## src/rtl/alu_pkg.sv

```systemverilog
// ============================================================================
// Module : alu_pkg
// Brief  : Command encodings, FSM state type and helpers for multicycle_alu.
// Rev    : 1.0 - initial release
// ============================================================================
`default_nettype none

package alu_pkg;

    localparam logic [2:0] CMD_ADD  = 3'b000;
    localparam logic [2:0] CMD_SUB  = 3'b001;
    localparam logic [2:0] CMD_XOR  = 3'b010;
    localparam logic [2:0] CMD_SLT  = 3'b011;
    localparam logic [2:0] CMD_AND  = 3'b100;
    localparam logic [2:0] CMD_NAND = 3'b101;
    localparam logic [2:0] CMD_NOR  = 3'b110;
    localparam logic [2:0] CMD_OR   = 3'b111;

    typedef enum logic [1:0] {
        IDLE = 2'd0,
        RUN  = 2'd1,
        DONE = 2'd2
    } alu_state_t;

    function automatic logic is_arith(input logic [2:0] cmd);
        return (cmd == CMD_ADD) || (cmd == CMD_SUB) || (cmd == CMD_SLT);
    endfunction

    // Subtraction is a + ~b + 1, so the initial carry is the "+1".
    function automatic logic needs_carry_in(input logic [2:0] cmd);
        return (cmd == CMD_SUB) || (cmd == CMD_SLT);
    endfunction

endpackage

`default_nettype wire

```

## src/rtl/alu_slice.sv

```systemverilog
// ============================================================================
// Module : alu_slice
// Brief  : Combinational SLICE-bit ALU slice, time-multiplexed by multicycle_alu.
// Rev    : 1.0 - initial release
// ============================================================================
`default_nettype none

module alu_slice
    import alu_pkg::*;
#(
    parameter int SLICE = 8
) (
    input  logic [SLICE-1:0] a,
    input  logic [SLICE-1:0] b,
    input  logic             carryin,
    input  logic [2:0]       command,
    output logic [SLICE-1:0] sum,
    output logic             carryout,
    output logic             carry_into_msb
);

    logic [SLICE-1:0] b_eff;
    logic [SLICE:0]   full;

    always_comb begin
        b_eff          = (command == CMD_ADD) ? b : ~b;
        full           = {1'b0, a} + {1'b0, b_eff} + {{SLICE{1'b0}}, carryin};
        sum            = '0;
        carryout       = 1'b0;
        carry_into_msb = 1'b0;
        case (command)
            CMD_ADD, CMD_SUB, CMD_SLT: begin
                sum            = full[SLICE-1:0];
                carryout       = full[SLICE];
                // sum_msb = a ^ b ^ cin at the MSB, so cin falls out by XOR.
                carry_into_msb = a[SLICE-1] ^ b_eff[SLICE-1] ^ full[SLICE-1];
            end
            CMD_XOR:  sum = a ^ b;
            CMD_AND:  sum = a & b;
            CMD_NAND: sum = ~(a & b);
            CMD_NOR:  sum = ~(a | b);
            CMD_OR:   sum = a | b;
            default:  sum = '0;
        endcase
    end

endmodule

`default_nettype wire

```

## src/rtl/multicycle_alu.sv

```systemverilog
// ============================================================================
// Module : multicycle_alu
// Brief  : WIDTH-bit ALU reusing one SLICE-bit slice over WIDTH/SLICE cycles.
//          Optional macro ALU_EARLY_DONE_EN: logical ops finish in one edge.
// Rev    : 1.0 - initial release
// ============================================================================
`default_nettype none

module multicycle_alu
    import alu_pkg::*;
#(
    parameter int WIDTH = 32,
    parameter int SLICE = 8
) (
    input  logic             clk,
    input  logic             reset,
    input  logic             in_valid,
    output logic             in_ready,
    input  logic [2:0]       command,
    input  logic [WIDTH-1:0] a,
    input  logic [WIDTH-1:0] b,
    output logic             out_valid,
    input  logic             out_ready,
    output logic [WIDTH-1:0] result,
    output logic             carryout,
    output logic             overflow,
    output logic             zero
);

    localparam int NUM_SLICES = WIDTH / SLICE;
    localparam int IDX_W      = (NUM_SLICES > 1) ? $clog2(NUM_SLICES) : 1;
    localparam int BASE_W     = (WIDTH > 1) ? $clog2(WIDTH) : 1;
    localparam logic [IDX_W-1:0] LAST_IDX = IDX_W'(NUM_SLICES - 1);

    if ((SLICE < 1) || (SLICE > WIDTH) || ((WIDTH % SLICE) != 0)) begin : g_bad_params
        $error("multicycle_alu: WIDTH must be a positive multiple of SLICE");
    end

    alu_state_t       state;
    alu_state_t       next_state;
    logic [WIDTH-1:0] r_a;
    logic [WIDTH-1:0] r_b;
    logic [2:0]       r_cmd;
    logic [IDX_W-1:0] r_idx;
    logic             r_carry;

    logic [BASE_W-1:0] w_base;
    logic [SLICE-1:0]  w_sum;
    logic              w_co;
    logic              w_cim;
    logic              w_last;
    logic              w_ovf;
    logic [WIDTH-1:0]  w_merged;
    logic [WIDTH-1:0]  w_final;

    assign w_base = BASE_W'(r_idx) * BASE_W'(SLICE);
    assign w_last = (r_idx == LAST_IDX);
    assign w_ovf  = w_cim ^ w_co;

    alu_slice #(.SLICE(SLICE)) u_slice (
        .a              (r_a[w_base +: SLICE]),
        .b              (r_b[w_base +: SLICE]),
        .carryin        (r_carry),
        .command        (r_cmd),
        .sum            (w_sum),
        .carryout       (w_co),
        .carry_into_msb (w_cim)
    );

    always_comb begin
        w_merged                   = result;
        w_merged[w_base +: SLICE]  = w_sum;
        w_final                    = w_merged;
        if (r_cmd == CMD_SLT) begin
            // a < b (signed) is sign(a-b) corrected by overflow.
            w_final = WIDTH'(w_sum[SLICE-1] ^ w_ovf);
        end
    end

`ifdef ALU_EARLY_DONE_EN
    function automatic logic [WIDTH-1:0] logic_op(input logic [2:0] cmd,
                                                  input logic [WIDTH-1:0] x,
                                                  input logic [WIDTH-1:0] y);
        case (cmd)
            CMD_XOR:  return x ^ y;
            CMD_AND:  return x & y;
            CMD_NAND: return ~(x & y);
            CMD_NOR:  return ~(x | y);
            CMD_OR:   return x | y;
            default:  return '0;
        endcase
    endfunction
`endif

    always_ff @(posedge clk or posedge reset) begin
        if (reset) begin
            state <= IDLE;
        end else begin
            state <= next_state;
        end
    end

    always_comb begin
        next_state = state;
        in_ready   = 1'b0;
        out_valid  = 1'b0;
        case (state)
            IDLE: begin
                in_ready = 1'b1;
                if (in_valid) begin
`ifdef ALU_EARLY_DONE_EN
                    next_state = is_arith(command) ? RUN : DONE;
`else
                    next_state = RUN;
`endif
                end
            end
            RUN: begin
                if (w_last) begin
                    next_state = DONE;
                end
            end
            DONE: begin
                out_valid = 1'b1;
                if (out_ready) begin
                    next_state = IDLE;
                end
            end
            default: next_state = IDLE;
        endcase
    end

    always_ff @(posedge clk or posedge reset) begin
        if (reset) begin
            r_a      <= '0;
            r_b      <= '0;
            r_cmd    <= CMD_ADD;
            r_idx    <= '0;
            r_carry  <= 1'b0;
            result   <= '0;
            carryout <= 1'b0;
            overflow <= 1'b0;
            zero     <= 1'b0;
        end else begin
            case (state)
                IDLE: begin
                    if (in_valid) begin
                        r_a     <= a;
                        r_b     <= b;
                        r_cmd   <= command;
                        r_idx   <= '0;
                        r_carry <= needs_carry_in(command);
`ifdef ALU_EARLY_DONE_EN
                        if (!is_arith(command)) begin
                            result   <= logic_op(command, a, b);
                            carryout <= 1'b0;
                            overflow <= 1'b0;
                            zero     <= (logic_op(command, a, b) == '0);
                        end
`endif
                    end
                end
                RUN: begin
                    r_carry <= w_co;
                    if (w_last) begin
                        r_idx    <= '0;
                        result   <= w_final;
                        carryout <= ((r_cmd == CMD_ADD) || (r_cmd == CMD_SUB)) ? w_co : 1'b0;
                        overflow <= ((r_cmd == CMD_ADD) || (r_cmd == CMD_SUB)) ? w_ovf : 1'b0;
                        zero     <= (w_final == '0);
                    end else begin
                        r_idx                   <= r_idx + 1'b1;
                        result[w_base +: SLICE] <= w_sum;
                    end
                end
                default: begin
                end
            endcase
        end
    end

endmodule

`default_nettype wire
```

## config.mk

```make
export PLATFORM = sky130hd
export DESIGN_NAME = multicycle_alu
export DESIGN_NICKNAME = d
export VERILOG_FILES = /design/src/rtl/alu_pkg.sv /design/src/rtl/alu_slice.sv /design/src/rtl/multicycle_alu.sv
export SDC_FILE = /design/constraint.sdc
export NUM_CORES = 1
export LEC_CHECK = 0
export CAP_MARGIN = 20
export CORE_MARGIN = 8
export CORE_UTILIZATION = 53
export CTS_CLUSTER_SIZE = 30
export DETAILED_ROUTE_END_ITERATION = 10
export GPL_ROUTABILITY_DRIVEN = 0
export HOLD_SLACK_MARGIN = 0.12
export PLACE_DENSITY = 0.85
export SKIP_LAST_GASP = 1
export SLEW_MARGIN = 0
export SYNTH_ARGS = -nofsm -noshare
export SYNTH_HDL_FRONTEND = slang
export SYNTH_SLANG_ARGS = --single-unit
```

## constraint.sdc

```tcl
create_clock -name clk -period 4.9 [get_ports clk]
set_input_delay 0.735 -clock clk [delete_from_list [all_inputs] [get_ports clk]]
set_output_delay 0.735 -clock clk [all_outputs]
set_load 0.05 [all_outputs]
```

==> flow_summary.json, run 1 <==
{
  "slew_viol_final": 0,
  "drt_pass1_iterations": 5,
  "dieArea_sq_mm": 0.0147,
  "ys_ff_latch": 107,
  "fin_setup_tns_ps": 0,
  "period_share": 0.881,
  "htree_levels": 3,
  "core-area_sq_mm": 0.0108,
  "io_buffer_count": 107,
  "pre_cts_ws_ps": 657,
  "cts_resized": 0,
  "clock.fmax_mhz": 232,
  "diodes": 0,
  "syn_area_sq_mm": 0.00585,
  "track_usage": 0.214,
  "dpl.hpwl_microns": 11400,
  "yosysUniqueCellTypes": 65,
  "final_cell_count_no_fill": 880,
  "dieHeight_microns": 121,
  "ant_nets": 0,
  "ys_async_sr_fraction": 1.00,
  "syn-num-nets": 742,
  "drc": 0,
  "synth_edf_count": 0,
  "antenna_found_initial": 0,
  "crit_chain": "nor3_2, xnor2_1, fa_1, fa_1, a21o_1, a221o_1, o41ai_4, xnor2_1, and3_1, nor3_1, a211o_1",
  "status": "complete, no violations",
  "critical_path.startpoint_type": "flip-flop",
  "layout.cells.most_common": "nand2_1",
  "cp.arrival_ps": 4580,
  "finalClockSkew_ps": 14.1,
  "worstPathBufferInverterCount": 0,
  "viasPerCell": 5.71,
  "grt_max_degree": 75,
  "start_util": 0.542,
  "r2r-start": "r_cmd[0]",
  "placed_cells": 863,
  "clock_path_buffers": 2,
  "cts_buffers": 9,
  "ff2ff_path_depth": 11,
  "min_period_ps": 4320,
  "clkLatencyLatePin_ps": 380,
  "avgSynthCellArea_sq_um": 9.15,
  "rsz0062_at_grt": "false",
  "holdPathStages": 2,
  "slew_headroom": 0.405,
  "wl_microns": 15100,
  "hold_viol_final": 0,
  "cp_top_family": "compound AO/OA/AOI/OAI gates",
  "drt_iter0_drc": 394,
  "cts.reportedPaths.clkPinSlew_ps": 100,
  "row_count": 38,
  "worstMarginPinSlew_ps": 893,
  "fp.dieW_microns": 121,
  "ys.flop_type": "dfrtp_1",
  "max_stage_delay_ps": 780,
  "maxCapViolations": 0,
  "cts.sinks": 107,
  "ctsHoldBuffers": 0,
  "post_cts_buffers": 0,
  "layout_setup_ws_ps": 583,
  "holdPathEnd": "r_a[9]",
  "end_kind": "flip-flop",
  "worstPathRequired_ps": 5160,
  "post_drt_wl_per_cell_microns": 17.1,
  "globalRouteOverflowTotal": 0,
  "nets": 837,
  "grt_pass1_vias": 5135,
  "netlist_instances": 640,
  "drive_above_1_share": 0.0730,
  "timing.rr.end": "result[0]",
  "hold_path.class": "reg -> reg",
  "yosysTopAreaCell": "dfrtp_1",
  "cts_tree": "yes",
  "syn_to_final_growth_pct": 24.0,
  "crit_slowest_cell": "nor3_2",
  "yosysWarnings": 0,
  "layout_common_cells": "241 x nand2_1, 107 x dfrtp_1, 107 x clkdlybuf4s50_1",
  "vias": 5028,
  "root_buffer": "clkbuf_8",
  "hold_path_startpoint": "r_a[9]",
  "worstSetupPathType": "reg -> reg",
  "crit_fanout": 18,
  "io-pin-count": 108,
  "synth_top_area_share": 0.457,
  "finalSetupViolations": 0,
  "r2r_slack_ps": 580,
  "seq_area_frac_synth": 0.457,
  "grt_pass1_wl_microns": 25300,
  "synth.area.top_cells": "dfrtp_1 46%, nand2_1 16%, ha_1 6.2%, mux4_2 6.2%, o21ai_0 2.7%"
}
area by class of cell:
type / count / area [sq um]
fill: 833 / 3530
clock inverter: 6 / 75.1
clock buffer: 10 / 128
inverter: 29 / 111
tap: 140 / 175
sequential: 107 / 2680
multi-input combinational: 474 / 2950
timing repair buffer: 114 / 1140
cells by family after synthesis:
group,Yosys count,synth area share
compound gates,91,0.109
xor+xnor,18,0.0269
fa+ha+maj,31,0.0688
buf+inv,59,0.0393
flops,107,0.457
mux,26,0.0787
simple gates,308,0.220
sequential cells by signal, summed over array words and instances (netlist names):
signal,flops
zero,1
result,32
carryout,1
r_a,32
r_carry,1
state,2
r_idx,2
r_cmd,3
overflow,1
r_b,32
cells in the mapped netlist, types with 2 or more instances:
master     count
a211oi_1       2
a21oi_1       10
a21oi_2        2
a221o_1        2
a22o_1         4
and2_1         2
and3_1         4
and3_2         2
buf_2          7
clkbuf_1      22
dfrtp_1      107
fa_1           2
ha_1          29
inv_1         29
mux2i_1       10
mux4_2        16
nand2_1      242
nand2b_1       4
nand3_1        7
nand3b_1       3
nor2_1        15
nor2b_1        4
nor3_1         6
nor4_1         7
o2111ai_1      2
o211ai_1       3
o21ai_0       32
o21ai_1        6
o21bai_1       2
o221ai_1       2
o31ai_1        2
or2_2          2
or3_1          3
xnor2_1       14
xor2_1         4
stage by stage:
| stage | utilization | instance area (sq um) | hold WS [ps] |
|---|---|---|---|
| after global routing | 0.673 | 7260 | 502 |
| after CTS | 0.670 | 7230 | 484 |
| after global placement | 0.651 | 7030 | 454 |
| final | 0.673 | 7260 | 482 |
| after floorplan | - | 5850 | 440 |
| after detailed placement | 0.651 | 7030 | 459 |
how the worst max path moves through the flow:
stage | startpoint | to | slack (ps) | cells after the start
after floorplan | r_idx[0] | result[0] | 880 | 12
after global placement | r_idx[0] | result[0] | 840 | 11
after detailed placement | r_cmd[0] | result[0] | 660 | 11
after CTS | r_cmd[0] | result[0] | 630 | 11
after global routing | r_cmd[0] | zero | 280 | 11
final | r_cmd[0] | result[0] | 580 | 11
routing by layer:
metal	up-vias	track usage	wire (microns)
li1	2343	-	-
met1	2386	0.271	6130
met2	253	0.343	7140
met3	46	0.0428	1220
met4	0	0.109	564
met5	-	0	0
worst min-delay path, delay by kind of cell, from the launching register on:
kind	cells	cell delay, ps
flops	1	360
simple gates	2	100
Power of run 1 is not shown: default switching activity piles up to over one toggle a cycle in this logic, so the estimate is an artifact.
==> inputs of run 2 (changes only) <==
REMOVE_ABC_BUFFERS = 1   (was default)
==> run 2 against run 1 <==
  * Sequential share of layout area fell by 0.089 points
  * Fmax increased by 2.2%
  * Via count decreased by 1.6%
  * Clock-buffer cell count is 1 higher
  * Final cell count did not move
  * Critical path depth did not move
  * Highest routed layer unchanged
==> flow_summary.json, run 2 (synthesis results as in run 1) <==
{
  "top_regs": "r_a x32, r_b x32, result x32",
  "row_count": 38,
  "globalRouteOverflowTotal": 0,
  "wl_met3_microns": 1200,
  "clock.fmax_mhz": 237,
  "slew_viol_final": 0,
  "clkLatencyLatePin_ps": 380,
  "worstPathRequired_ps": 5200,
  "finalSetupViolations": 0,
  "fin_setup_tns_ps": 0,
  "grt_max_degree": 73,
  "io-pin-count": 108,
  "critical_path.startpoint_type": "flip-flop",
  "nets": 838,
  "clock_path_buffers": 2,
  "top_layer": "met4",
  "drive_above_1_share": 0.0716,
  "root_buffer": "clkbuf_8",
  "dieHeight_microns": 121,
  "diodes": 0,
  "maxCapViolations": 0,
  "min_period_ps": 4220,
  "cts_tree": "yes",
  "cts.sinks": 107,
  "wl_met1_microns": 6150,
  "rsz0062_at_grt": "false",
  "ctsHoldBuffers": 0,
  "layout.cells.most_common": "nand2_1",
  "dieArea_sq_mm": 0.0147,
  "wl_met2_microns": 6800,
  "finalClockSkew_ps": 13.9,
  "hold_viol_final": 0,
  "fillers": 871,
  "cp.arrival_ps": 4530,
  "drt_iter0_drc": 355,
  "crit_fanout": 21,
  "htree_levels": 3,
  "fp.dieW_microns": 121,
  "drc": 0,
  "syn_to_final_growth_pct": 24.3,
  "dpl.hpwl_microns": 10600,
  "hold_path.class": "reg -> reg",
  "worstSetupPathType": "reg -> reg",
  "vias": 4947,
  "worstMarginPinSlew_ps": 875,
  "drt_pass1_iterations": 5,
  "ant_nets": 0,
  "post_drt_wl_per_cell_microns": 16.5,
  "layout_common_cells": "241 x nand2_1, 107 x dfrtp_1, 107 x clkdlybuf4s50_1",
  "cts.reportedPaths.clkPinSlew_ps": 100,
  "viasPerCell": 5.62,
  "grt_pass1_wl_microns": 24800,
  "end_kind": "flip-flop",
  "post_cts_buffers": 0,
  "grt_pass1_vias": 5150,
  "cts_resized": 0,
  "track_usage": 0.207,
  "cts_buffers": 9,
  "antenna_found_initial": 0,
  "wl_microns": 14500,
  "start_util": 0.542,
  "io_buffer_count": 107,
  "postLayoutCoreUtil": 0.674,
  "status": "complete, no violations",
  "slew_headroom": 0.417,
  "core-area_sq_mm": 0.0108,
  "period_share": 0.862
}
## run 2: cell types whose count changed in the layout (fill, tap and decap cells not counted)
cell	change
buf_12	+2
clkinv_4	-2
buf_16	-1
bufinv_16	+1
clkbuf_1	+1
inv_8	-1
## run 2: critical path, stage by stage, from the launching register on
cell	delay [ps]
dfrtp_1	640
nor3_2	720
xnor2_1	200
fa_1	470
fa_1	410
a21o_1	190
a21oi_1	270
xnor2_1	100
o221ai_1	430
o311ai_0	240
o31a_1	320
o211ai_1	160
## run 2: metal layers
| metal | GRT usage | up-vias |
|---|---|---|
| met2 | 0.332 | 214 |
| met4 | 0.0781 | 0 |
| li1 | - | 2337 |
| met3 | 0.0554 | 29 |
| met5 | 0 | - |
| met1 | 0.264 | 2367 |
## run 2: cell type report
class,instances,area (sq um),area share
clock buffer,11,131,0.0181
timing repair buffer,115,1160,0.159
sequential,107,2680,0.368
clock inverter,4,76.3,0.0105
tap,140,175,0.0241
multi-input combinational,474,2950,0.405
inverter,29,111,0.0153
## run 2: through the flow
| stage | worst slack [ps] | cells | instance area (sq um) | hold slack [ps] |
|---|---|---|---|---|
| final | 677 | 880 | 7280 | 476 |
| after global routing | 349 | 880 | 7280 | 505 |
| after CTS | 719 | 879 | 7260 | 485 |
| after detailed placement | 757 | 864 | 7050 | 460 |
| after global placement | 852 | 863 | 7030 | 454 |
| after floorplan | 646 | 610 | 5730 | 440 |
## run 2: final timing paths
kind | startpoint | end | slack, ps | cells past startpoint
max | r_cmd[2] | zero | 680 | 11
min | r_b[25] | r_b[25] | 480 | 2
max reg2reg | r_cmd[2] | zero | 680 | 11
min reg2reg | r_b[25] | r_b[25] | 480 | 2
max in group asynchronous | reset | r_a[6] | 3000 | 3
min in group asynchronous | reset | r_a[0] | 900 | 2
Power of run 2 is left out for the same reason.
==> inputs of run 3 (changes only) <==
RECOVER_POWER = 100   (was default)
TNS_END_PERCENT = 1   (was default)
==> run 3 against run 2 <==
  * The run now ends with capacitance limit, slew limit left
  * Via count fell by 0.20%
  * Flip-flop and latch count did not move
  * Critical path depth did not move
  * Sequential share of layout area rose by 0.31 points
  * Core utilization fell by 0.57 points
==> flow_summary.json, run 3 (synthesis results as in run 1) <==
{
  "status": "finished with violations",
  "violations": "capacitance limit, slew limit",
  "diodes": 0,
  "grt_pass1_wl_microns": 24800,
  "use_met1": 0.264,
  "grt_pass1_vias": 5150,
  "seq_area_sq_mm": 0.00268,
  "rsz0062_at_grt": "false",
  "top_regs": "r_a x32, r_b x32, result x32",
  "htree_levels": 3,
  "cts.reportedPaths.clkPinSlew_ps": 90,
  "fin_setup_tns_ps": 0,
  "finalSetupViolations": 0,
  "finalClockSkew_ps": 14.0,
  "ant_nets": 0,
  "clock_path_buffers": 2,
  "grt_use_met2": 0.332,
  "crit_slowest_cell": "nor3_2",
  "critical_path.startpoint_type": "flip-flop",
  "core-area_sq_mm": 0.0108,
  "drt_pass1_iterations": 5,
  "crit_chain": "nor3_2, xnor2_1, fa_1, fa_1, a21o_1, a221o_1, o41ai_1, xnor2_1, and3_1, nor3_1, a211o_1",
  "dieArea_sq_mm": 0.0147,
  "viasPerCell": 5.61,
  "drc": 0,
  "slew_viol_final": 128,
  "start_util": 0.542,
  "cts_buffers": 9,
  "track_usage": 0.207,
  "clkLatencyLatePin_ps": 380,
  "min_period_ps": 4330,
  "globalRouteOverflowTotal": 0,
  "drive_above_1_share": 0.0608,
  "hold_viol_final": 0,
  "ctsHoldBuffers": 0,
  "layout.cells.most_common": "nand2_1",
  "maxCapViolations": 2,
  "cts_resized": 0,
  "fillers": 883,
  "dieHeight_microns": 121,
  "nets": 838,
  "dpl.hpwl_microns": 10600,
  "crit_fanout": 21,
  "post_drt_wl_per_cell_microns": 16.4,
  "cp.arrival_ps": 4610,
  "post_cts_buffers": 0,
  "grtUsageMet3": 0.0554,
  "grt_max_degree": 73,
  "drt_iter0_drc": 336,
  "row_count": 38,
  "vias": 4937,
  "grt_most_used_layer": "met2",
  "layout_common_cells": "241 x nand2_1, 107 x dfrtp_1, 68 x clkdlybuf4s50_1",
  "cts_tree": "yes",
  "end_kind": "flip-flop",
  "worstMarginPinSlew_ps": 3100,
  "worstSetupPathType": "reg -> reg",
  "wl_microns": 14500,
  "max_stage_delay_ps": 700,
  "multi_input_area_sq_mm": 0.00292,
  "syn_to_final_growth_pct": 23.3,
  "worstPathRequired_ps": 5170,
  "r2r_slack_ps": 570,
  "io-pin-count": 108,
  "period_share": 0.884,
  "cts.sinks": 107,
  "root_buffer": "clkbuf_8",
  "fp.dieW_microns": 121,
  "hold_path.class": "reg -> reg",
  "io_buffer_count": 107,
  "antenna_found_initial": 0,
  "slew_headroom": -1.07,
  "clock.fmax_mhz": 231
}
## run 3: changes by cell type in the layout (fill, tap and decap cells not counted), moves of 3 or more
cell             previous run  this run
buf_4                       6         3
clkbuf_1                    2         5
clkdlybuf4s50_1           107        68
dlygate4sd3_1               0        39
## run 3: final cells by class
class,instances,share of cell area
Inverter,29,0.0153
Clock inverter,4,0.0106
Multi-Input combinational cell,474,0.404
Clock buffer,11,0.0182
Timing Repair Buffer,115,0.157
Sequential cell,107,0.371
Tap cell,140,0.0243
## run 3: per-stage QoR
step | util | area [sq um] | cells | hold WS (ps) | worst slack, ps
3_3_place_gp | 0.651 | 7030 | 863 | 454 | 852
6_report | 0.669 | 7220 | 880 | 476 | 566
3_5_place_dp | 0.653 | 7050 | 864 | 460 | 757
4_1_cts | 0.672 | 7260 | 879 | 485 | 719
2_1_floorplan | - | 5730 | 610 | 440 | 646
5_1_grt | 0.669 | 7220 | 880 | 505 | 252
## run 3: path summary, 6_finish.rpt
kind                             end  cells past startpoint     start
max reg2reg                result[0]                     11  r_cmd[2]
min reg2reg                  r_b[25]                      2   r_b[25]
max                        result[0]                     11  r_cmd[2]
min                          r_b[25]                      2   r_b[25]
max in group asynchronous     r_a[6]                      3     reset
min in group asynchronous     r_a[0]                      2     reset
## run 3: metal layers
| layer | part of all wire | up-vias |
|---|---|---|
| met5 | 0 | - |
| met4 | 0.024 | 0 |
| met3 | 0.080 | 31 |
| met2 | 0.47 | 201 |
| met1 | 0.43 | 2366 |
| li1 | - | 2339 |
## run 3: worst max-delay path: cells and delay by family, from the launching register on
kind / cells / cell delay, ps
simple gates: 3 / 980
fa+ha+maj: 2 / 870
xor+xnor: 2 / 450
flops: 1 / 630
compound gates: 4 / 1290
Power of run 3 is left out for the same reason.
